--- src/rtl/load_agu_pipe_pkg.sv ---
// +------------------------------------------------------------------+
// | load_agu_pipe_pkg                                                |
// | Shared types and encodings for the load address-generation pipe. |
// | Rev 1.0 - initial release                                        |
// +------------------------------------------------------------------+
`default_nettype none

package load_agu_pipe_pkg;

  localparam int ISSUE_IDX_W_DEF = 4;
  localparam int ROB_W_DEF       = 6;
  localparam int LQ_IDX_W        = 5;

  // ROB pointer: flag toggles on every wrap of value
  typedef struct packed {
    logic                 flag;
    logic [ROB_W_DEF-1:0] value;
  } RobIdx;

  typedef struct packed {
    logic [11:0]                imm;
    logic [1:0]                 size;
    logic [LQ_IDX_W-1:0]        lqIdx;
    RobIdx                      robIdx;
    logic [ISSUE_IDX_W_DEF-1:0] issue_idx;
    logic                       exception;
  } LoadIssueData;

  typedef struct packed {
    logic                       en;
    logic [1:0]                 reason;
    logic [ISSUE_IDX_W_DEF-1:0] issue_idx;
  } ReplyRequest;

  localparam logic [1:0] C_EXC_NONE       = 2'b00;
  localparam logic [1:0] C_EXC_MISALIGNED = 2'b01;
  localparam logic [1:0] C_EXC_PAGE_FAULT = 2'b10;
  localparam logic [1:0] C_EXC_UPSTREAM   = 2'b11;

  localparam logic [1:0] C_REPLY_DC_BUSY  = 2'b00;
  localparam logic [1:0] C_REPLY_TLB_MISS = 2'b11;

  localparam logic [1:0] C_SIZE_H = 2'b01;
  localparam logic [1:0] C_SIZE_W = 2'b10;

  // Halfwords need bit 0 clear, words need bits 1:0 clear
  function automatic logic is_misaligned(input logic [1:0] size, input logic [1:0] lsb);
    return ((size == C_SIZE_W) && (lsb != 2'b00)) || ((size == C_SIZE_H) && lsb[0]);
  endfunction

endpackage

`default_nettype wire

--- src/rtl/load_redirect_cmp.sv ---
// +------------------------------------------------------------------+
// | load_redirect_cmp                                                |
// | Flags a load as killed when a redirect targets an older ROB entry|
// | Rev 1.0 - initial release                                        |
// +------------------------------------------------------------------+
`default_nettype none

module load_redirect_cmp #(
  parameter int ROB_W = 6
) (
  input  logic             redirect,
  input  logic             redirect_flag,
  input  logic [ROB_W-1:0] redirect_value,
  input  logic             rob_flag,
  input  logic [ROB_W-1:0] rob_value,
  output logic             kill
);

  // Younger: same wrap phase with larger index, or opposite phase with smaller index.
  // Equal pointers are the redirecting instruction itself and survive.
  assign kill = redirect &
                (((rob_flag == redirect_flag) & (rob_value > redirect_value)) |
                 ((rob_flag != redirect_flag) & (rob_value < redirect_value)));

endmodule

`default_nettype wire

--- src/rtl/load_agu_pipe.sv ---
// +------------------------------------------------------------------+
// | load_agu_pipe                                                    |
// | Three-stage load pipe: AGU (S0), TLB/DCache issue (S1), outcome  |
// | register (S2) with redirect flush and replay accounting.         |
// | Rev 1.0 - initial release                                        |
// +------------------------------------------------------------------+
`default_nettype none

module load_agu_pipe
  import load_agu_pipe_pkg::*;
#(
  parameter int ISSUE_IDX_W = ISSUE_IDX_W_DEF,
  parameter int ROB_W       = ROB_W_DEF
) (
  input  logic                   clk,
  input  logic                   rst,
  input  logic                   in_en,
  input  LoadIssueData           in_data,
  input  logic [31:0]            rs1_data,
  input  logic                   redirect,
  input  RobIdx                  redirect_idx,
  output logic                   tlb_req_en,
  output logic [31:0]            tlb_vaddr,
  input  logic                   tlb_hit,
  input  logic                   tlb_miss,
  input  logic                   tlb_pf,
  input  logic [31:0]            tlb_paddr,
  input  logic                   dc_ready,
  output logic                   dc_req_en,
  output logic [31:0]            dc_paddr,
  output ReplyRequest            reply_fast,
  output ReplyRequest            reply_slow,
  output logic                   success,
  output logic [ISSUE_IDX_W-1:0] success_idx,
  output logic                   exc_en,
  output logic [1:0]             exc_cause,
  output logic [15:0]            replay_cnt
);

  logic [31:0]            w_s0_vaddr;
  logic                   w_kill_s0, w_kill_s1, w_kill_s2;

  logic                   r_s1_valid;
  logic [31:0]            r_s1_vaddr;
  logic                   r_s1_misaligned;
  logic                   r_s1_exception;
  logic [ISSUE_IDX_W-1:0] r_s1_issue_idx;
  RobIdx                  r_s1_rob;

  logic                   w_s1_live;
  logic                   w_s1_succ, w_s1_exc, w_s1_fast, w_s1_slow;
  logic [1:0]             w_s1_cause, w_s1_reason;

  logic                   r_s2_valid;
  logic                   r_s2_succ, r_s2_exc, r_s2_fast, r_s2_slow;
  logic [1:0]             r_s2_cause, r_s2_reason;
  logic [ISSUE_IDX_W-1:0] r_s2_issue_idx;
  RobIdx                  r_s2_rob;
  logic                   w_s2_live;

  logic [15:0]            r_replay_cnt;
  logic                   w_unused;

  // lqIdx travels with the load for the queue but this pipe never needs it;
  // tlb_hit is implied once miss and page fault are excluded
  assign w_unused = ^{in_data.lqIdx, tlb_hit};

  // ---------------- S0: address generation ----------------
  assign w_s0_vaddr = rs1_data + {{20{in_data.imm[11]}}, in_data.imm};

  load_redirect_cmp #(.ROB_W(ROB_W)) u_cmp_s0 (
    .redirect(redirect), .redirect_flag(redirect_idx.flag), .redirect_value(redirect_idx.value),
    .rob_flag(in_data.robIdx.flag), .rob_value(in_data.robIdx.value), .kill(w_kill_s0)
  );

  // S1 valid: a new load enters every cycle unless flushed on its way in
  always_ff @(posedge clk or posedge rst) begin
    if (rst) r_s1_valid <= 1'b0;
    else     r_s1_valid <= in_en & ~w_kill_s0;
  end

  // S1 payload, meaningful only while r_s1_valid is set
  always_ff @(posedge clk) begin
    if (in_en) begin
      r_s1_vaddr      <= w_s0_vaddr;
      r_s1_misaligned <= is_misaligned(in_data.size, w_s0_vaddr[1:0]);
      r_s1_exception  <= in_data.exception;
      r_s1_issue_idx  <= in_data.issue_idx;
      r_s1_rob        <= in_data.robIdx;
    end
  end

  // ---------------- S1: TLB lookup and DCache issue ----------------
  load_redirect_cmp #(.ROB_W(ROB_W)) u_cmp_s1 (
    .redirect(redirect), .redirect_flag(redirect_idx.flag), .redirect_value(redirect_idx.value),
    .rob_flag(r_s1_rob.flag), .rob_value(r_s1_rob.value), .kill(w_kill_s1)
  );

  assign w_s1_live  = r_s1_valid & ~w_kill_s1;
  assign tlb_req_en = r_s1_valid & ~r_s1_misaligned & ~r_s1_exception;
  assign tlb_vaddr  = r_s1_vaddr;
  assign dc_paddr   = tlb_paddr;

  // Resolve exactly one outcome per live S1 load, in priority order
  always_comb begin
    w_s1_succ   = 1'b0;
    w_s1_exc    = 1'b0;
    w_s1_cause  = C_EXC_NONE;
    w_s1_fast   = 1'b0;
    w_s1_slow   = 1'b0;
    w_s1_reason = C_REPLY_DC_BUSY;
    dc_req_en   = 1'b0;
    if (w_s1_live) begin
      if (r_s1_exception) begin
        w_s1_exc = 1'b1; w_s1_cause = C_EXC_UPSTREAM; w_s1_succ = 1'b1;
      end else if (r_s1_misaligned) begin
        w_s1_exc = 1'b1; w_s1_cause = C_EXC_MISALIGNED; w_s1_succ = 1'b1;
      end else if (tlb_miss) begin
        w_s1_slow = 1'b1; w_s1_reason = C_REPLY_TLB_MISS;
      end else if (tlb_pf) begin
        w_s1_exc = 1'b1; w_s1_cause = C_EXC_PAGE_FAULT; w_s1_succ = 1'b1;
      end else if (!dc_ready) begin
        w_s1_fast = 1'b1; w_s1_reason = C_REPLY_DC_BUSY;
      end else begin
        dc_req_en = 1'b1;
      end
    end
  end

  // ---------------- S2: registered outcome ----------------
  // An accepted DCache request completes here, so it shares the outcome register
  always_ff @(posedge clk or posedge rst) begin
    if (rst) begin
      r_s2_valid     <= 1'b0;
      r_s2_succ      <= 1'b0;
      r_s2_exc       <= 1'b0;
      r_s2_fast      <= 1'b0;
      r_s2_slow      <= 1'b0;
      r_s2_cause     <= C_EXC_NONE;
      r_s2_reason    <= C_REPLY_DC_BUSY;
      r_s2_issue_idx <= '0;
      r_s2_rob       <= '0;
    end else begin
      r_s2_valid     <= w_s1_live;
      r_s2_succ      <= w_s1_succ | dc_req_en;
      r_s2_exc       <= w_s1_exc;
      r_s2_fast      <= w_s1_fast;
      r_s2_slow      <= w_s1_slow;
      r_s2_cause     <= w_s1_cause;
      r_s2_reason    <= w_s1_reason;
      r_s2_issue_idx <= r_s1_issue_idx;
      r_s2_rob       <= r_s1_rob;
    end
  end

  load_redirect_cmp #(.ROB_W(ROB_W)) u_cmp_s2 (
    .redirect(redirect), .redirect_flag(redirect_idx.flag), .redirect_value(redirect_idx.value),
    .rob_flag(r_s2_rob.flag), .rob_value(r_s2_rob.value), .kill(w_kill_s2)
  );

  // A redirect arriving while the outcome is presented still cancels it
  assign w_s2_live   = r_s2_valid & ~w_kill_s2;
  assign success     = w_s2_live & r_s2_succ;
  assign success_idx = r_s2_issue_idx;
  assign exc_en      = w_s2_live & r_s2_exc;
  assign exc_cause   = r_s2_cause;

  assign reply_fast  = '{en: w_s2_live & r_s2_fast, reason: r_s2_reason, issue_idx: r_s2_issue_idx};
  assign reply_slow  = '{en: w_s2_live & r_s2_slow, reason: r_s2_reason, issue_idx: r_s2_issue_idx};

  // Saturating count of replies actually delivered
  always_ff @(posedge clk or posedge rst) begin
    if (rst)
      r_replay_cnt <= '0;
    else if ((reply_fast.en | reply_slow.en) && (r_replay_cnt != 16'hFFFF))
      r_replay_cnt <= r_replay_cnt + 16'd1;
  end

  assign replay_cnt = r_replay_cnt;

endmodule

`default_nettype wire

--- config.mk ---
export PLATFORM = sky130hd
export DESIGN_NAME = load_agu_pipe
export DESIGN_NICKNAME = d
export VERILOG_FILES = /design/src/rtl/load_agu_pipe_pkg.sv /design/src/rtl/load_redirect_cmp.sv /design/src/rtl/load_agu_pipe.sv
export SDC_FILE = /design/constraint.sdc
export NUM_CORES = 1
export LEC_CHECK = 0
export CORE_ASPECT_RATIO = 1.4
export CORE_MARGIN = 2
export CORE_UTILIZATION = 25
export CTS_CLUSTER_SIZE = 10
export DETAILED_ROUTE_END_ITERATION = 8
export SLEW_MARGIN = 40
export SYNTH_ARGS = -nofsm -noshare
export SYNTH_HDL_FRONTEND = slang
export SYNTH_SLANG_ARGS = --single-unit
--- constraint.sdc ---
create_clock -name clk -period 3.32 [get_ports clk]
set_clock_uncertainty 0.15 [all_clocks]
set_input_delay 0.498 -clock clk [delete_from_list [all_inputs] [get_ports clk]]
set_output_delay 0.498 -clock clk [all_outputs]
set_load 0.03 [all_outputs]
# Yosys cells after proc, flatten, opt, wreduce, memory -nomap -nowiden
# Cells that the tools add are included.
# Widths: inputs -> output; s select.
classes:
  add_sub_neg: 2
  order_cmp: 6
  eq_ne: 9
  n_mux: 30
  bitwise_logic: 28
  n_reduce_logical: 5
op_table:
  columns: ["operator", "count"]
  rows:
  - ["$add 32x32->32", 1]
  - ["$mux 1", 21]
  - ["$and 1x1->1", 18]
  - ["$gt 6x6->1", 3]
  - ["$lt 6x6->1", 3]
  - ["$mux 2", 9]
  - ["$add 16x1->16 const B", 1]
  - ["$ne 16x16->1 const B", 1]
  - ["$not 1->1", 5]
  - ["$or 1x1->1", 5]
  - ["$eq 1x1->1", 3]
  - ["$logic_and 1x1->1", 3]
  - ["$ne 1x1->1", 3]
  - ["$eq 2x1->1 const B", 1]
  - ["$eq 2x2->1 const B", 1]
  - ["$reduce_bool 2->1", 1]
  - ["$logic_or 1x1->1", 1]
totals:
  register_bits: 82
  in_bits: 110
  output_inout_bits: 104
  word_cells: 98

# Depth between registers and ports, before layout
depth:
  depth_word: 9
  ltp_mapped: 10
  depth_no_buf: 10

# Hierarchy
# From an unflattened synthesis, not the netlist that was laid out.
hier_totals:
  hier_cells: 514
  hier_area_um2: 5285.1
by_module_without_submodules:
  columns: ["mod", "n_inst", "cells_per_inst", "area_per_inst_um2", "seq_area_each_um2"]
  rows:
  - ["load_agu_pipe", 1, 439, 4722.0, 2227.1]
  - ["load_redirect_cmp", 3, 25, 187.7, 0.0]

# Worst setup path before layout
# No wires, ideal clock.
synth_path:
  path_kind: "input to output"
  start: "input redirect_idx[3] (netlist name)"
  end: "output dc_req_en"
  arrival_ns: 2.428
  required_ns: 2.672
  path_slack_ns: 0.244
  cell_stages: 9
  path_buffers: 0
  path_cell_list: "inv_1 > ha_1 > a21o_1 > a21o_1 > a21oi_1 > mux2i_1 > o21ai_0 > nand2_1 > nor3_1"
synth_between:
  elab_chain_cells: 7
  word_cells_on_any_way: 9
  classes_between: "2 x order compare; 1 x mux; 6 x bitwise"
synth_rtl:
  columns: ["item", "line_no", "rtl"]
  rows:
  - ["from (decl)", "load_agu_pipe.sv:21", "input RobIdx redirect_idx,"]
  - ["$gt 6x6->1 / $lt 6x6->1 (equally long branches)", "load_redirect_cmp.sv:22, load_redirect_cmp.sv:23", null]
  - ["$and 1x1->1, on equally long branches", "load_redirect_cmp.sv:22, load_redirect_cmp.sv:23", null]
  - ["$or 1x1->1 (*)", "load_redirect_cmp.sv:22", "(((rob_flag == redirect_flag) & (rob_value > redirect_value)) |"]
  - ["$and 1x1->1 (*)", "load_redirect_cmp.sv:21", "assign kill = redirect &"]
  - ["$not 1->1 (*)", "load_agu_pipe.sv:99", "assign w_s1_live = r_s1_valid & ~w_kill_s1;"]
  - ["$and 1x1->1 (*)", "load_agu_pipe.sv:99", null]
  - ["$mux 1 (*)", "load_agu_pipe.sv:113", "if (w_s1_live) begin"]
  - ["to (decl)", "load_agu_pipe.sv:29", "output logic dc_req_en,"]
# Mark *: on every way between the ends. The rest lies on a longest branch, timed or not.

# Worst setup path after layout
layout_path:
  start: "input redirect_idx[2] (netlist name)"
  end: "output dc_req_en"
# Same word-level chain as after synthesis.

==> reports/summary.txt <==
Initial drt markers = 113
Worst-path clk slew = 0.06 ns
Mapped Nets = 665
Max cap viols = 0
Hold Crit Class = reg -> reg
Initial antenna violation count = 1
EDFF count, synth = 45
Vias in the first global route = 4334
Final worst path period share = 0.9537
Final nets = 818
Fillers = 2135
Synth area leader = edfxtp_1
Crit. End Element = output port
Layout area overhead = 38.48%
Max Buffers Root-to-Sink = 2
Register area share after synthesis = 0.4154
DRC = 0
Num CTS Buffers = 9
First-pass GRT wire length = 21370 µm
M1 GR Usage = 0.1272
Crit start category = primary input
Outcome = finished clean
Worst-margin pin slew = 0.6511 ns
WL/cell = 14.57 µm
Full die area = 0.02265 mm²
Ys Warns = 0
PD cells = 456.6 mW/mm²
DRT Pass-1 Iters = 4
Crit path buf inv count = 4
Worst vdd ir = 0.0002441 V
TNS Setup = 0 ns
Rows = 63
Slew margin rel. = 0.5659
Mapped cell area = 0.005361 mm²
Cell Chain, Critical Path = clkdlybuf4s50_1 -> inv_1 -> buf_4 -> ha_1 -> a21o_1 -> a21o_1 -> a21oi_2 -> mux2i_1 -> o21ai_1 -> nand2_1 -> nor3_2 -> buf_4
Switching pwr = 1.056 mW
Synth Register Bits = 80
Final Setup Violations = 0
Async S/R FF share, synth = 0.4375
Sink Count = 80
Total number of vias = 4288
Finished Cell Area = 0.007425 mm²
Final Critical Period = 3.166 ns
Mapped Cells = 504
GRT Max-Usage Layer = met2
GRT Overall Usage = 0.1211
DRT Wirelength = 13450 µm
Number of port buffers = 143
Fin. Hold Viols = 0
Clk pwr share = 0.301
Crit path required time = 2.67 ns
Cell-internal power = 2.334 mW
CTS tree = yes
Cell family with most CP delay = buffers and inverters
Mean Syn Cell Area = 10.64 µm²
Top-count cell post-synth = ha_1
Hpwl dp = 10830 µm
Crit path arrival time = 2.52 ns
Logic pwr share = 0.329
GR Util met3 = 0.02932
Ys flop type = edfxtp_1
Register area = 0.002227 mm²
Multi-input logic area = 0.002688 mm²
Root Buffer = clkbuf_16
Sw frac = 0.3116
CP max-delay cell = clkdlybuf4s50_1
Crit path largest cell delay = 0.48 ns
Largest net degree at the start of global routing = 31
Die Wd = 127.8 µm
Met2 Usage GRT = 0.2248
Initial Utilization = 0.2538
Sequential power share = 0.370
Ports = 214
Top cells by area, synth = edfxtp_1 (25%), dfrtp_1 (16%), ha_1 (12%), buf_4 (6.3%), xor2_1 (3.6%)
Largest fanout on the critical path = 2
Post-synth top area share = 0.2520
Hold Buf Count CTS = 0
Total core area = 0.02113 mm²
Post-synth cell types = 65
Placer Congestion = 0.8280
Worst skew pair latency = 0.34 ns
H-tree depth = 3
Top post-synthesis cells by count = ha_1 (50), buf_4 (45), edfxtp_1 (45)
RSZ-0062 raised after global routing = no
Chip height = 177.3 µm
Share of layout cells above drive strength 1 = 0.1526
Slew Viols, Final = 0
Max Freq = 315.8 MHz
LEAKAGE = 3.160 nW
Post-route ant nets = 0
WS Path Type = in -> out
Placed Area = 0.007131 mm²
Vias/cell = 4.646
Grt total ovfl = 0
## placed cells by master (no fill, tap or decap), types with 4 or more instances in the layout
cell type / n
a21o_1: 24
a21oi_1: 29
a31oi_1: 6
and3_1: 11
buf_2: 5
buf_4: 50
clkbuf_16: 10
clkdlybuf4s50_1: 136
dfrtp_1: 35
edfxtp_1: 45
ha_1: 50
inv_1: 24
mux2i_1: 4
nand2_1: 27
nand3_1: 11
nand4_1: 10
nor2_1: 25
nor3_1: 11
nor4_2: 4
o2111ai_1: 5
o211ai_1: 6
o21a_1: 4
o21ai_0: 8
o21ai_1: 6
o21bai_1: 5
xnor2_1: 21
xor2_1: 22
## final cells by class
class	count	share of cell area
multi-input cells	349	0.3620
flip-flops and latches	80	0.3000
repair buffers	193	0.2412
well taps	260	0.04382
clock buffers	13	0.03522
inverters	24	0.01213
clock inverters	3	0.005393
diodes	1	0.0003370
## worst paths after layout
kind	startpoint	to	slack (ns)	cells past startpoint
worst min-delay path	r_s1_issue_idx[1]$_DFFE_PP_	success_idx[1]$_DFF_PP0_	0.20	0
min in group asynchronous	rst	success_idx[2]$_DFF_PP0_	0.22	2
worst max-delay path	redirect_idx[2]	dc_req_en	0.15	12
max in group asynchronous	rst	r_s2_rob[0]$_DFF_PP0_	2.12	3
worst min register to register	r_s1_issue_idx[1]$_DFFE_PP_	success_idx[1]$_DFF_PP0_	0.20	0
worst max register to register	r_s2_rob[3]$_DFF_PP0_	replay_cnt[10]$_DFFE_PP0P_	0.90	8
## cell families (layout without fill, tap and decap cells)
kind of cell             Yosys count  count (layout)  share of synthesized area
AO/OA/AOI/OAI                    117             117                     0.1550
XOR/XNOR                          44              44                    0.07328
adder cells (fa/ha/maj)           51              51                     0.1204
buffers and inverters             75             233                    0.08541
flip-flops                        80              80                     0.4154
multiplexers                       6               6                    0.01167
other                              0               1                          0
AND/OR/NAND/NOR                  131             131                     0.1389
## routing by layer
metal  up-vias  share of wire
li1       2122              -
met1      2017           0.39
met2       133           0.54
met3        16          0.049
met4         0          0.021
met5         -              0
## worst reg2reg max path, cell delays in order, from the launching register on
cell and delay [ns]:
dfrtp_1 0.37, ha_1 0.29, a21o_1 0.16, a21o_1 0.18, a21oi_2 0.15, mux2i_1 0.12, and2_4 0.20, or4_4 0.54
xnor2_2 0.14
## what timing repair did
item / 4_1_cts / 5_1_grt
endpoints found under the hold margin: 0 / 0
endpoints found under the setup margin: 5 / 5
pin swaps: 2 / 5
buffers inserted: 0 / 0
gates resized for setup: 23 / 3
## per-stage QoR
step                        util  hold slack, ns  worst slack [ns]  instances  power, mW
after global routing      0.3515          0.2170          0.006123        923      3.585
after floorplan                -          0.1806            0.2437        504      1.981
final                     0.3515          0.2033            0.1537        923      3.390
after detailed placement  0.3375          0.1913           -0.4683        906      2.394
after global placement    0.3375          0.1826           -0.4529        906      2.385
after CTS                 0.3510          0.2059          0.008280        922      3.447
## sequential cells by signal, indices dropped and copies added, names as in the netlist
name / count
r_s2_fast: 1
r_s2_exc: 1
replay_cnt: 16
r_s2_succ: 1
r_s1_issue_idx: 4
r_s1_exception: 1
r_s2_valid: 1
exc_cause: 2
r_s2_rob: 7
r_s1_valid: 1
tlb_vaddr: 32
r_s2_reason: 1
success_idx: 4
r_s1_rob: 7
r_s1_misaligned: 1
## power by group through the flow
| stage | Clock (mW) | Sequential, mW | Combinational (mW) |
|---|---|---|---|
| floorplan | 0 | 1.45 | 0.531 |
| global placement | 0 | 1.27 | 1.11 |
| detailed placement | 0 | 1.28 | 1.12 |
| CTS | 1.06 | 1.26 | 1.12 |
| global route | 1.11 | 1.27 | 1.21 |
| finish | 1.02 | 1.26 | 1.11 |
Power figures use the tool's default switching activity.
